===== config.mk =====
export PLATFORM = sky130hd
export DESIGN_NAME = mem_arbiter
export DESIGN_NICKNAME = d
export VERILOG_FILES = /design/src/rtl/mem_arbiter.sv
export SDC_FILE = /design/constraint.sdc
export NUM_CORES = 1
export LEC_CHECK = 0
export BUFFER_PORTS_ARGS = -buffer_cell sky130_fd_sc_hd__buf_2
export CORE_MARGIN = 1.5
export CORE_UTILIZATION = 51
export CTS_BUF_LIST = sky130_fd_sc_hd__clkbuf_8
export CTS_CLUSTER_SIZE = 16
export DETAILED_ROUTE_END_ITERATION = 7
export PLACE_DENSITY = 0.87
export SLEW_MARGIN = 20
export SYNTH_ARGS = -nofsm -noshare
export SYNTH_HDL_FRONTEND = slang
export SYNTH_SLANG_ARGS = --single-unit

===== constraint.sdc =====
create_clock -name CLK -period 3.05 [get_ports CLK]
set_clock_uncertainty 0.05 [all_clocks]
set_input_delay 0.305 -clock CLK [delete_from_list [all_inputs] [get_ports CLK]]
set_output_delay 0.305 -clock CLK [all_outputs]
set_load 0.005 [all_outputs]

===== src/rtl/mem_arbiter.sv =====
// mem_arbiter: two-port (core / host) arbiter in front of a fixed-latency
// data memory. One transaction at a time: IDLE -> ACCESS (LAT cycles) -> RESP.
// Ties in IDLE are broken round-robin, so a waiting port is always served next.
// All memory drive and done outputs are registered.
module mem_arbiter #(
   parameter int AW  = 8,
   parameter int DW  = 8,
   parameter int LAT = 2
) (
   input  logic          CLK,
   input  logic          reset_n,
   // core port
   input  logic          core_req,
   input  logic          core_we,
   input  logic [AW-1:0] core_addr,
   input  logic [DW-1:0] core_wdata,
   output logic [DW-1:0] core_rdata,
   output logic          core_done,
   output logic          core_stall,
   // host / test-loader port
   input  logic          host_req,
   input  logic          host_we,
   input  logic [AW-1:0] host_addr,
   input  logic [DW-1:0] host_wdata,
   output logic [DW-1:0] host_rdata,
   output logic          host_done,
   // data memory drive
   output logic          mem_en,
   output logic          mem_we,
   output logic [AW-1:0] mem_addr,
   output logic [DW-1:0] mem_wdata,
   input  logic [DW-1:0] mem_rdata,
   // status
   output logic          busy
);

   // A latency below one cycle is meaningless for a registered memory; clamp it.
   localparam int LAT_E = (LAT < 1) ? 1 : LAT;
   localparam int CW    = (LAT_E > 1) ? $clog2(LAT_E) : 1;
   localparam logic [CW-1:0] CNT_LOAD = CW'(LAT_E - 1);

   // Port indices used for owner / last_grant bookkeeping.
   localparam logic PORT_CORE = 1'b0;
   localparam logic PORT_HOST = 1'b1;

   typedef enum logic [1:0] {
      IDLE   = 2'd0,
      ACCESS = 2'd1,
      RESP   = 2'd2
   } state_t;

   state_t          state_reg;
   logic [CW-1:0]   cnt_reg;
   logic            last_grant_reg;
   logic            owner_reg;
   logic            we_lat_reg;
   logic [1:0]      done_reg;
   logic            mem_en_reg;
   logic            mem_we_reg;
   logic [AW-1:0]   mem_addr_reg;
   logic [DW-1:0]   mem_wdata_reg;

   // Requester inputs gathered into port-indexed vectors (0 = core, 1 = host)
   logic [1:0]      req_vec;
   logic [1:0]      we_vec;
   logic [AW-1:0]   addr_arr  [2];
   logic [DW-1:0]   wdata_arr [2];

   logic            grant_valid;
   logic            grant_next;
   logic            last_access;

   assign req_vec      = {host_req, core_req};
   assign we_vec       = {host_we,  core_we};
   assign addr_arr[0]  = core_addr;
   assign addr_arr[1]  = host_addr;
   assign wdata_arr[0] = core_wdata;
   assign wdata_arr[1] = host_wdata;

   // Round-robin grant: a tie goes to the port that did not win last time.
   always_comb begin
      grant_valid = |req_vec;
      grant_next  = PORT_CORE;
      if (req_vec == 2'b11) begin
         grant_next = ~last_grant_reg;
      end else if (req_vec[1]) begin
         grant_next = PORT_HOST;
      end
   end

   // The edge that closes the final ACCESS cycle; read data is valid here.
   assign last_access = (state_reg == ACCESS) && (cnt_reg == '0);

   // Transaction FSM; owner/we/addr/wdata are latched at grant and held, so
   // requester activity during ACCESS/RESP has no effect.
   always_ff @(posedge CLK) begin
      if (!reset_n) begin
         state_reg      <= IDLE;
         cnt_reg        <= '0;
         last_grant_reg <= PORT_HOST;
         owner_reg      <= PORT_CORE;
         we_lat_reg     <= 1'b0;
         done_reg       <= 2'b00;
         mem_en_reg     <= 1'b0;
         mem_we_reg     <= 1'b0;
         mem_addr_reg   <= '0;
         mem_wdata_reg  <= '0;
      end else begin
         case (state_reg)
            IDLE: begin
               done_reg <= 2'b00;
               if (grant_valid) begin
                  state_reg      <= ACCESS;
                  cnt_reg        <= CNT_LOAD;
                  owner_reg      <= grant_next;
                  last_grant_reg <= grant_next;
                  we_lat_reg     <= we_vec[grant_next];
                  mem_en_reg     <= 1'b1;
                  // Write strobe covers only the first ACCESS cycle.
                  mem_we_reg     <= we_vec[grant_next];
                  mem_addr_reg   <= addr_arr[grant_next];
                  mem_wdata_reg  <= wdata_arr[grant_next];
               end
            end
            ACCESS: begin
               mem_we_reg <= 1'b0;
               if (cnt_reg == '0) begin
                  state_reg     <= RESP;
                  mem_en_reg    <= 1'b0;
                  mem_addr_reg  <= '0;
                  mem_wdata_reg <= '0;
                  done_reg      <= (owner_reg == PORT_HOST) ? 2'b10 : 2'b01;
               end else begin
                  cnt_reg <= cnt_reg - 1'b1;
               end
            end
            RESP: begin
               done_reg  <= 2'b00;
               state_reg <= IDLE;
            end
            default: begin
               state_reg  <= IDLE;
               done_reg   <= 2'b00;
               mem_en_reg <= 1'b0;
               mem_we_reg <= 1'b0;
            end
         endcase
      end
   end

   // Per-port read-data holding registers.
   generate
      for (genvar gi = 0; gi < 2; gi++) begin : g_port
         logic [DW-1:0] rdata_reg;

         // Capture memory data on the last ACCESS edge of this port's own read.
         always_ff @(posedge CLK) begin
            if (!reset_n) begin
               rdata_reg <= '0;
            end else if (last_access && !we_lat_reg && (owner_reg == 1'(gi))) begin
               rdata_reg <= mem_rdata;
            end
         end
      end
   endgenerate

   assign core_rdata = g_port[0].rdata_reg;
   assign host_rdata = g_port[1].rdata_reg;
   assign core_done  = done_reg[0];
   assign host_done  = done_reg[1];
   assign core_stall = core_req & ~core_done;

   assign mem_en     = mem_en_reg;
   assign mem_we     = mem_we_reg;
   assign mem_addr   = mem_addr_reg;
   assign mem_wdata  = mem_wdata_reg;
   assign busy       = (state_reg != IDLE);

endmodule


==> metrics, run 1 <==
Endpoint, Worst Hold last_grant_reg; status finished clean; Final Core Density 0.682; Fmax achieved 0.558 GHz; HP Start reset_n; min cycle time layout 1.79 ns; hold depth 2; drt wl/cell 12.5 um; Post-Place Cells 294; Initial Utilization 0.533; Pre-Repair DR Iteration Count 4; final hold slack 0.215 ns; FF-to-FF path depth 3; cts bufs inserted 5; first-pass GRT wire length 5740 um; initial drt markers 145; CP max stage delay 0.81 ns; number of global-route vias before repair 1296; post-DR vias/cell 5.22; WL final 3780 um; TritonCTS clock tree done; unrepaired setup endpoints after global routing no; die width 62.0 um; reg2reg end host_rdata[4]; met2 Use GR 0.287; Gate Count Post-Synth 176; GR Layer Usage met1 0.280; Lkg Pwr 1.03 nW; Fillers 298; Post-synth EDFFs 0; CP arrival 1.89 ns; CTS resizes 0; CTS clk-pin slew, worst paths 0.08 ns; Avg Synthesized Cell Area 10.1 um2; sequential share of the synthesized area 0.473; Critical Path RT 3.14 ns; Boundary Pins 84; Synth Flop Type dfxtp_1; total power 0.00124 W; area share of the largest cell type after synthesis 0.473; Syn Std Cell Area 1780 um2; Distinct cells, synth 30; antenna viol nets, final 0; actual slew at the worst max-slew pin 0.747 ns; max-cap violation count 0; critical path's slowest cell dfxtp_1; # DRC 0; grt ovf 0; CP Cell Sequence inv_1, o21ai_0, a21oi_1; clk_lat worst skew 0.28 ns; critical path's top delay family flip-flops; Placer Congestion 0.794; setup repair bufs after CTS 0; via count 1576; type of the worst setup path reg2reg; Worst Path Max Fanout 19; clk root buf clkbuf_8; core area 3340 um2; global-route usage over all layers 0.202; setup tns final 0 ns; share of cells above drive strength 1 0.414; reg-to-reg slack, setup 1.26 ns; Pwr Density 543 nW/um2; area leader, netlist dfxtp_1; Post-synth ARST share 0; reg2reg start owner_reg; final period utilization 0.587; Longest Clk Path Bufs 2; register bit total from synthesis 42; top area cells in the synthesized netlist dfxtp_1 (47%), mux2i_1 (9.6%), o2bb2ai_1 (7.9%), a21oi_1 (5.9%), o21ai_2 (4.9%); Final HPWL DP 2800 um; Die ar. 3850 um2; worst vdd ir 282 uV; Clock Sinks 42; Slew HR 0.501; setup violators final 0; Worst setup SP type flop; Mapped Nets 222; Hold Vio Cnt, Final 0; hold buffers post-CTS 0; area grow syn2layout 28.1%; final non-filler cell total 302; nets 301; initial antenna violation count 0; Yosys warnings 0; crit end category flop; htree depth 2; Bufs and invs on worst path 1; worst hold path class in2reg; pins over their slew limit 0; GRT Max-Usage Layer met2; Rows 21; IO buf count 83; Die Ht 62.0 um; met3 usage 0.0600; largest net degree at the start of global routing 22; Diodes inserted 0
[area by class of cell]
| class | instances | area [um2] | area share |
|---|---|---|---|
| repair buffers | 84 | 423 | 0.186 |
| clock buffers | 5 | 68.8 | 0.0302 |
| clock inverters | 3 | 37.5 | 0.0165 |
| flip-flops and latches | 42 | 841 | 0.369 |
| inverters | 4 | 15.0 | 0.00659 |
| well taps | 46 | 57.6 | 0.0253 |
| multi-input cells | 118 | 835 | 0.366 |
[metrics by stage]
| step | instance area [um2] | worst slack [ns] |
|---|---|---|
| floorplan | 1780 | 1.59 |
| global route | 2280 | 1.06 |
| CTS | 2280 | 1.24 |
| global placement | 2170 | 1.29 |
| detailed placement | 2170 | 1.25 |
| finish | 2280 | 1.26 |
[logic make-up after synthesis]
kind of cell,Yosys count,synth area share
muxes,17,0.0957
buffers and inverters,16,0.0598
and+or+nand+nor,38,0.122
AOI/OAI and AO/OA,63,0.249
DFF,42,0.473
[cell usage after synthesis (2+ instances only)]
library cell / number
o21ai_0: 9
nand2_1: 3
clkbuf_1: 2
a21oi_1: 21
dfxtp_1: 42
buf_6: 3
buf_4: 6
nor2_1: 9
mux2i_1: 17
o2bb2ai_1: 16
inv_1: 4
nand3_1: 16
and2b_1: 2
o21ai_2: 10
[placed cells by master, fill, tap and decap left out, types with 2 or more instances in the layout]
| master | synthesis | routed |
|---|---|---|
| a21oi_1 | 21 | 21 |
| and2b_1 | 2 | 2 |
| buf_2 | 1 | 83 |
| clkbuf_8 | 0 | 5 |
| dfxtp_1 | 42 | 42 |
| inv_1 | 4 | 6 |
| mux2i_1 | 17 | 17 |
| nand2_1 | 3 | 3 |
| nand3_1 | 16 | 16 |
| nor2_1 | 9 | 9 |
| o21ai_0 | 9 | 9 |
| o21ai_2 | 10 | 10 |
| o2bb2ai_1 | 16 | 16 |
[worst max-delay path by stage]
stage	slack [ns]	startpoint	endpoint	cells after the start
after global placement	1.29	host_req	mem_addr[7]	5
after floorplan	1.59	cnt_reg	core_rdata[0]	5
after global routing	1.06	owner_reg	host_rdata[2]	3
after CTS	1.24	owner_reg	host_rdata[3]	3
after detailed placement	1.25	owner_reg	host_rdata[3]	3
final	1.26	owner_reg	host_rdata[4]	3
[where the power goes]
group          switching [W]  internal (W)
Sequential         0.0000363      0.000589
Clock               0.000171      0.000238
Combinational       0.000106     0.0000959
Total               0.000313      0.000923
[layer usage]
| layer | up-vias | routed length, um |
|---|---|---|
| li1 | 803 | - |
| met1 | 695 | 1670 |
| met2 | 73 | 1760 |
| met3 | 5 | 308 |
| met4 | 0 | 44 |
| met5 | - | 0 |
No activity file was read; power rests on OpenSTA's default activity.
==> run 2, diff against run 1 <==
Settings changed: CORE_UTILIZATION 51 to 48, PLACE_DENSITY 0.87 to 0.82.
Clock period 3.05 ns to 1.7 ns, I/O delays scaled along.
==> metrics, run 2 (synthesis results as in run 1) <==
Worst setup SP type flop (unchanged); initial drt markers 168 (was 145); clk root buf clkbuf_8 (unchanged); Diodes inserted 0 (unchanged); CTS resizes 0 (unchanged); share of cells above drive strength 1 0.433 (was 0.414); die width 63.9 um (was 62.0 um); # DRC 0 (unchanged); via count 1637 (was 1576); type of the worst setup path reg2reg (unchanged); Longest Clk Path Bufs 2 (unchanged); WL final 4010 um (was 3780 um); grt ovf 0 (unchanged); global-route usage over all layers 0.206 (was 0.202); Lkg Pwr 1.06 nW (was 1.03 nW); Boundary Pins 84 (unchanged); setup violators final 0 (unchanged); core area 3440 um2 (was 3340 um2); critical path's top delay family simple AND/OR/NAND/NOR gates (was flip-flops); Pre-Repair DR Iteration Count 4 (unchanged); Placer Congestion 0.842 (was 0.794); hold depth 2 (unchanged); FF-to-FF path depth 3 (unchanged); CP max stage delay 0.70 ns (was 0.81 ns); actual slew at the worst max-slew pin 0.479 ns (was 0.747 ns); post-DR vias/cell 5.30 (was 5.22); largest net degree at the start of global routing 21 (was 22); hold buffers post-CTS 0 (unchanged); worst vdd ir 599 uV (was 282 uV); area grow syn2layout 32.7% (was 28.1%); Initial Utilization 0.517 (was 0.533); setup repair bufs after CTS 0 (unchanged); status finished clean (unchanged); antenna viol nets, final 0 (unchanged); CP Cell Sequence or4b_4, o21ai_0, a21oi_1 (was inv_1, o21ai_0, a21oi_1); drt wl/cell 13.0 um (was 12.5 um); pins over their slew limit 0 (unchanged); Slew HR 0.680 (was 0.501); final period utilization 0.905 (was 0.587); Hold Vio Cnt, Final 0 (unchanged); cts bufs inserted 5 (unchanged); crit end category flop (unchanged); Final Core Density 0.685 (was 0.682); commonest non-fill, non-tap cell in the layout buf_2 (unchanged); Die ar. 4080 um2 (was 3850 um2); critical path's slowest cell or4b_4 (was dfxtp_1); Fmax achieved 0.650 GHz (was 0.558 GHz); Stages on worst setup path 3 (unchanged); number of global-route vias before repair 1570 (was 1296); unrepaired setup endpoints after global routing no (unchanged); worst hold path class in2reg (unchanged); CTS clk-pin slew, worst paths 0.08 ns (about the same); TritonCTS clock tree done (unchanged); CP arrival 1.67 ns (was 1.89 ns); Pwr Density 974 nW/um2 (was 543 nW/um2); htree depth 2 (unchanged); Rows 21 (unchanged); Die Ht 63.9 um (was 62.0 um); Clock Sinks 42 (unchanged); setup tns final 0 ns (unchanged); Fillers 320 (was 298); Bufs and invs on worst path 0 (was 1); IO buf count 83 (unchanged); initial antenna violation count 0 (unchanged); Final HPWL DP 3010 um (was 2800 um); nets 308 (was 301); clk_lat worst skew 0.29 ns (was 0.28 ns); Critical Path RT 1.83 ns (was 3.14 ns); max-cap violation count 0 (unchanged); first-pass GRT wire length 6670 um (was 5740 um); Worst Path Max Fanout 16 (was 19); most frequent cells in the layout buf_2 (83), dfxtp_1 (42), a21oi_1 (21) (unchanged); min cycle time layout 1.54 ns (was 1.79 ns)
-- run 2: cell types whose count changed in the layout (fill, tap and decap cells not counted) --
cell and change:
buf_4 +5, clkinvlp_4 +1, inv_1 -1, buf_12 +2
-- run 2: path summary, 6_finish.rpt --
path / from / slack [ns] / endpoint
hold / removal: reset_n / 0.07 / last_grant_reg
setup reg to reg: state_reg[1] / 0.16 / host_rdata[1]
setup / recovery: state_reg[1] / 0.16 / host_rdata[1]
hold reg to reg: core_rdata[7] / 0.41 / core_rdata[7]
-- run 2: per-layer routing --
| layer | GRT usage | up-vias | routed length [um] |
|---|---|---|---|
| met5 | 0 | - | 0 |
| met4 | 0.0734 | 0 | 54 |
| met3 | 0.0687 | 6 | 311 |
| met2 | 0.359 | 69 | 1910 |
| met1 | 0.234 | 739 | 1740 |
| li1 | - | 823 | - |
-- run 2: per-stage QoR --
step                setup WS, ns  power (W)  hold slack [ns]  instance area [um2]  cells
finish                     0.162    0.00230           0.0740                 2360    309
global placement           0.211    0.00154            0.372                 2250    301
global route              0.0498    0.00241           0.0715                 2360    309
CTS                        0.166    0.00232           0.0716                 2360    309
detailed placement         0.178    0.00155            0.383                 2250    301
floorplan                  0.242    0.00137            0.196                 1780    176
-- run 2: where the power goes --
part / switching [W] / internal, W
combinational: 0.000217 / 0.000202
clock: 0.000342 / 0.000432
sequential: 0.0000484 / 0.00106
-- run 2: cell type report --
cell class	instances	area, um2	area share
flip-flops and latches	42	841	0.356
clock buffers	5	68.8	0.0292
clock inverters	3	41.3	0.0175
multi-input cells	118	835	0.354
well taps	46	57.6	0.0244
inverters	4	15.0	0.00637
repair buffers	91	500	0.212
==> run 3, diff against run 2 <==
Settings changed: CORE_UTILIZATION 48 to 40, PLACE_DENSITY 0.82 to 0.7.
==> metrics, run 3 (synthesis results as in run 1) <==
clk_lat worst skew 0.28 ns (was 0.29 ns); Slew HR 0.680 (about the same); GRT Max-Usage Layer met2 (unchanged); TritonCTS clock tree done (unchanged); number of global-route vias before repair 1485 (was 1570); max-cap violation count 0 (unchanged); setup violators final 0 (unchanged); Longest Clk Path Bufs 2 (unchanged); GR Layer Usage met1 0.195 (was 0.234); actual slew at the worst max-slew pin 0.479 ns (about the same); met2 Use GR 0.265 (was 0.359); post-route cell area 2310 um2 (was 2360 um2); setup repair bufs after CTS 0 (unchanged); worst hold path class in2reg (unchanged); Final HPWL DP 2820 um (was 3010 um); critical path's slowest cell or4b_4 (unchanged); Pwr Density 919 nW/um2 (was 974 nW/um2); CTS resizes 0 (unchanged); Bufs and invs on worst path 0 (unchanged); global-route usage over all layers 0.162 (was 0.206); Lkg Pwr 1.04 nW (was 1.06 nW); first-pass GRT wire length 6370 um (was 6670 um); CTS clk-pin slew, worst paths 0.07 ns (was 0.08 ns); final hold slack 0.0890 ns (was 0.0740 ns); grt ovf 0 (unchanged); critical path's top delay family simple AND/OR/NAND/NOR gates (unchanged); die width 69.7 um (was 63.9 um); most frequent cells in the layout buf_2 (83), dfxtp_1 (42), a21oi_1 (21) (unchanged); Worst Path Max Fanout 16 (unchanged); Placer Congestion 0.859 (was 0.842); Clock Sinks 42 (unchanged); core area 4320 um2 (was 3440 um2); Boundary Pins 84 (unchanged); nets 308 (unchanged); Fmax achieved 0.645 GHz (was 0.650 GHz); final period utilization 0.911 (was 0.905); hold buffers post-CTS 0 (unchanged); largest net degree at the start of global routing 21 (unchanged); Pre-Repair DR Iteration Count 4 (unchanged); pins over their slew limit 0 (unchanged); Critical Path RT 1.82 ns (was 1.83 ns); total power 0.00213 W (was 0.00230 W); crit end category flop (unchanged); via count 1625 (was 1637); Rows 24 (was 21); Diodes inserted 0 (unchanged); Initial Utilization 0.411 (was 0.517); WL final 3820 um (was 4010 um); Hold Vio Cnt, Final 0 (unchanged); met3 usage 0.0581 (was 0.0687); area grow syn2layout 30.1% (was 32.7%); CP arrival 1.67 ns (about the same); setup tns final 0 ns (unchanged); commonest non-fill, non-tap cell in the layout buf_2 (unchanged); IO buf count 83 (unchanged); placed inst area 2230 um2 (was 2250 um2); cts bufs inserted 5 (unchanged); # DRC 0 (unchanged); status finished clean (unchanged); share of cells above drive strength 1 0.433 (about the same); initial drt markers 46 (was 168); CP max stage delay 0.64 ns (was 0.70 ns); unrepaired setup endpoints after global routing no (unchanged); Final Core Density 0.535 (was 0.685); Worst setup SP type flop (unchanged); CP Cell Sequence or4b_4, o21ai_0, a21oi_1 (unchanged); Die Ht 69.7 um (was 63.9 um); type of the worst setup path reg2reg (unchanged); min cycle time layout 1.55 ns (was 1.54 ns); post-DR vias/cell 5.19 (was 5.30); clk root buf clkbuf_8 (unchanged); antenna viol nets, final 0 (unchanged); drt wl/cell 12.2 um (was 13.0 um); Die ar. 4850 um2 (was 4080 um2); htree depth 2 (unchanged); initial antenna violation count 0 (unchanged); worst vdd ir 488 uV (was 599 uV)
==> run 3: area by class of cell <==
class | instances | area, um2
clock buffer | 6 | 82.6
timing repair buffer | 91 | 475
tap | 52 | 65.1
inverter | 4 | 15.0
sequential | 42 | 841
fill | 411 | 2010
multi-input combinational | 118 | 835
==> run 3: path summary, 6_finish.rpt <==
path	slack (ns)	start	cells past startpoint	to
worst max-delay path	0.15	state_reg[0]	3	host_rdata[3]
worst min-delay path	0.09	reset_n	2	last_grant_reg
worst max register to register	0.15	state_reg[0]	3	host_rdata[3]
worst min register to register	0.41	core_rdata[5]	2	core_rdata[5]
==> run 3: power by group <==
part / internal, W / total [W] / switching (W) / leakage, nW
Clock: 0.000313 / 0.000618 / 0.000305 / 0.0431
Sequential: 0.00106 / 0.00110 / 0.0000449 / 0.344
Combinational: 0.000191 / 0.000407 / 0.000216 / 0.658
==> run 3: routing by layer <==
metal  part of all wire  vias to the layer above
met5                  0                        -
met4              0.010                        0
met3              0.090                        5
met2               0.45                       68
met1               0.45                      732
li1                   -                      820
==> run 3: per-stage QoR <==
| stage | setup WS [ns] | instances |
|---|---|---|
| global placement | 0.214 | 307 |
| finish | 0.151 | 313 |
| CTS | 0.148 | 313 |
| detailed placement | 0.160 | 307 |
| global route | 0.0351 | 313 |
| floorplan | 0.242 | 176 |
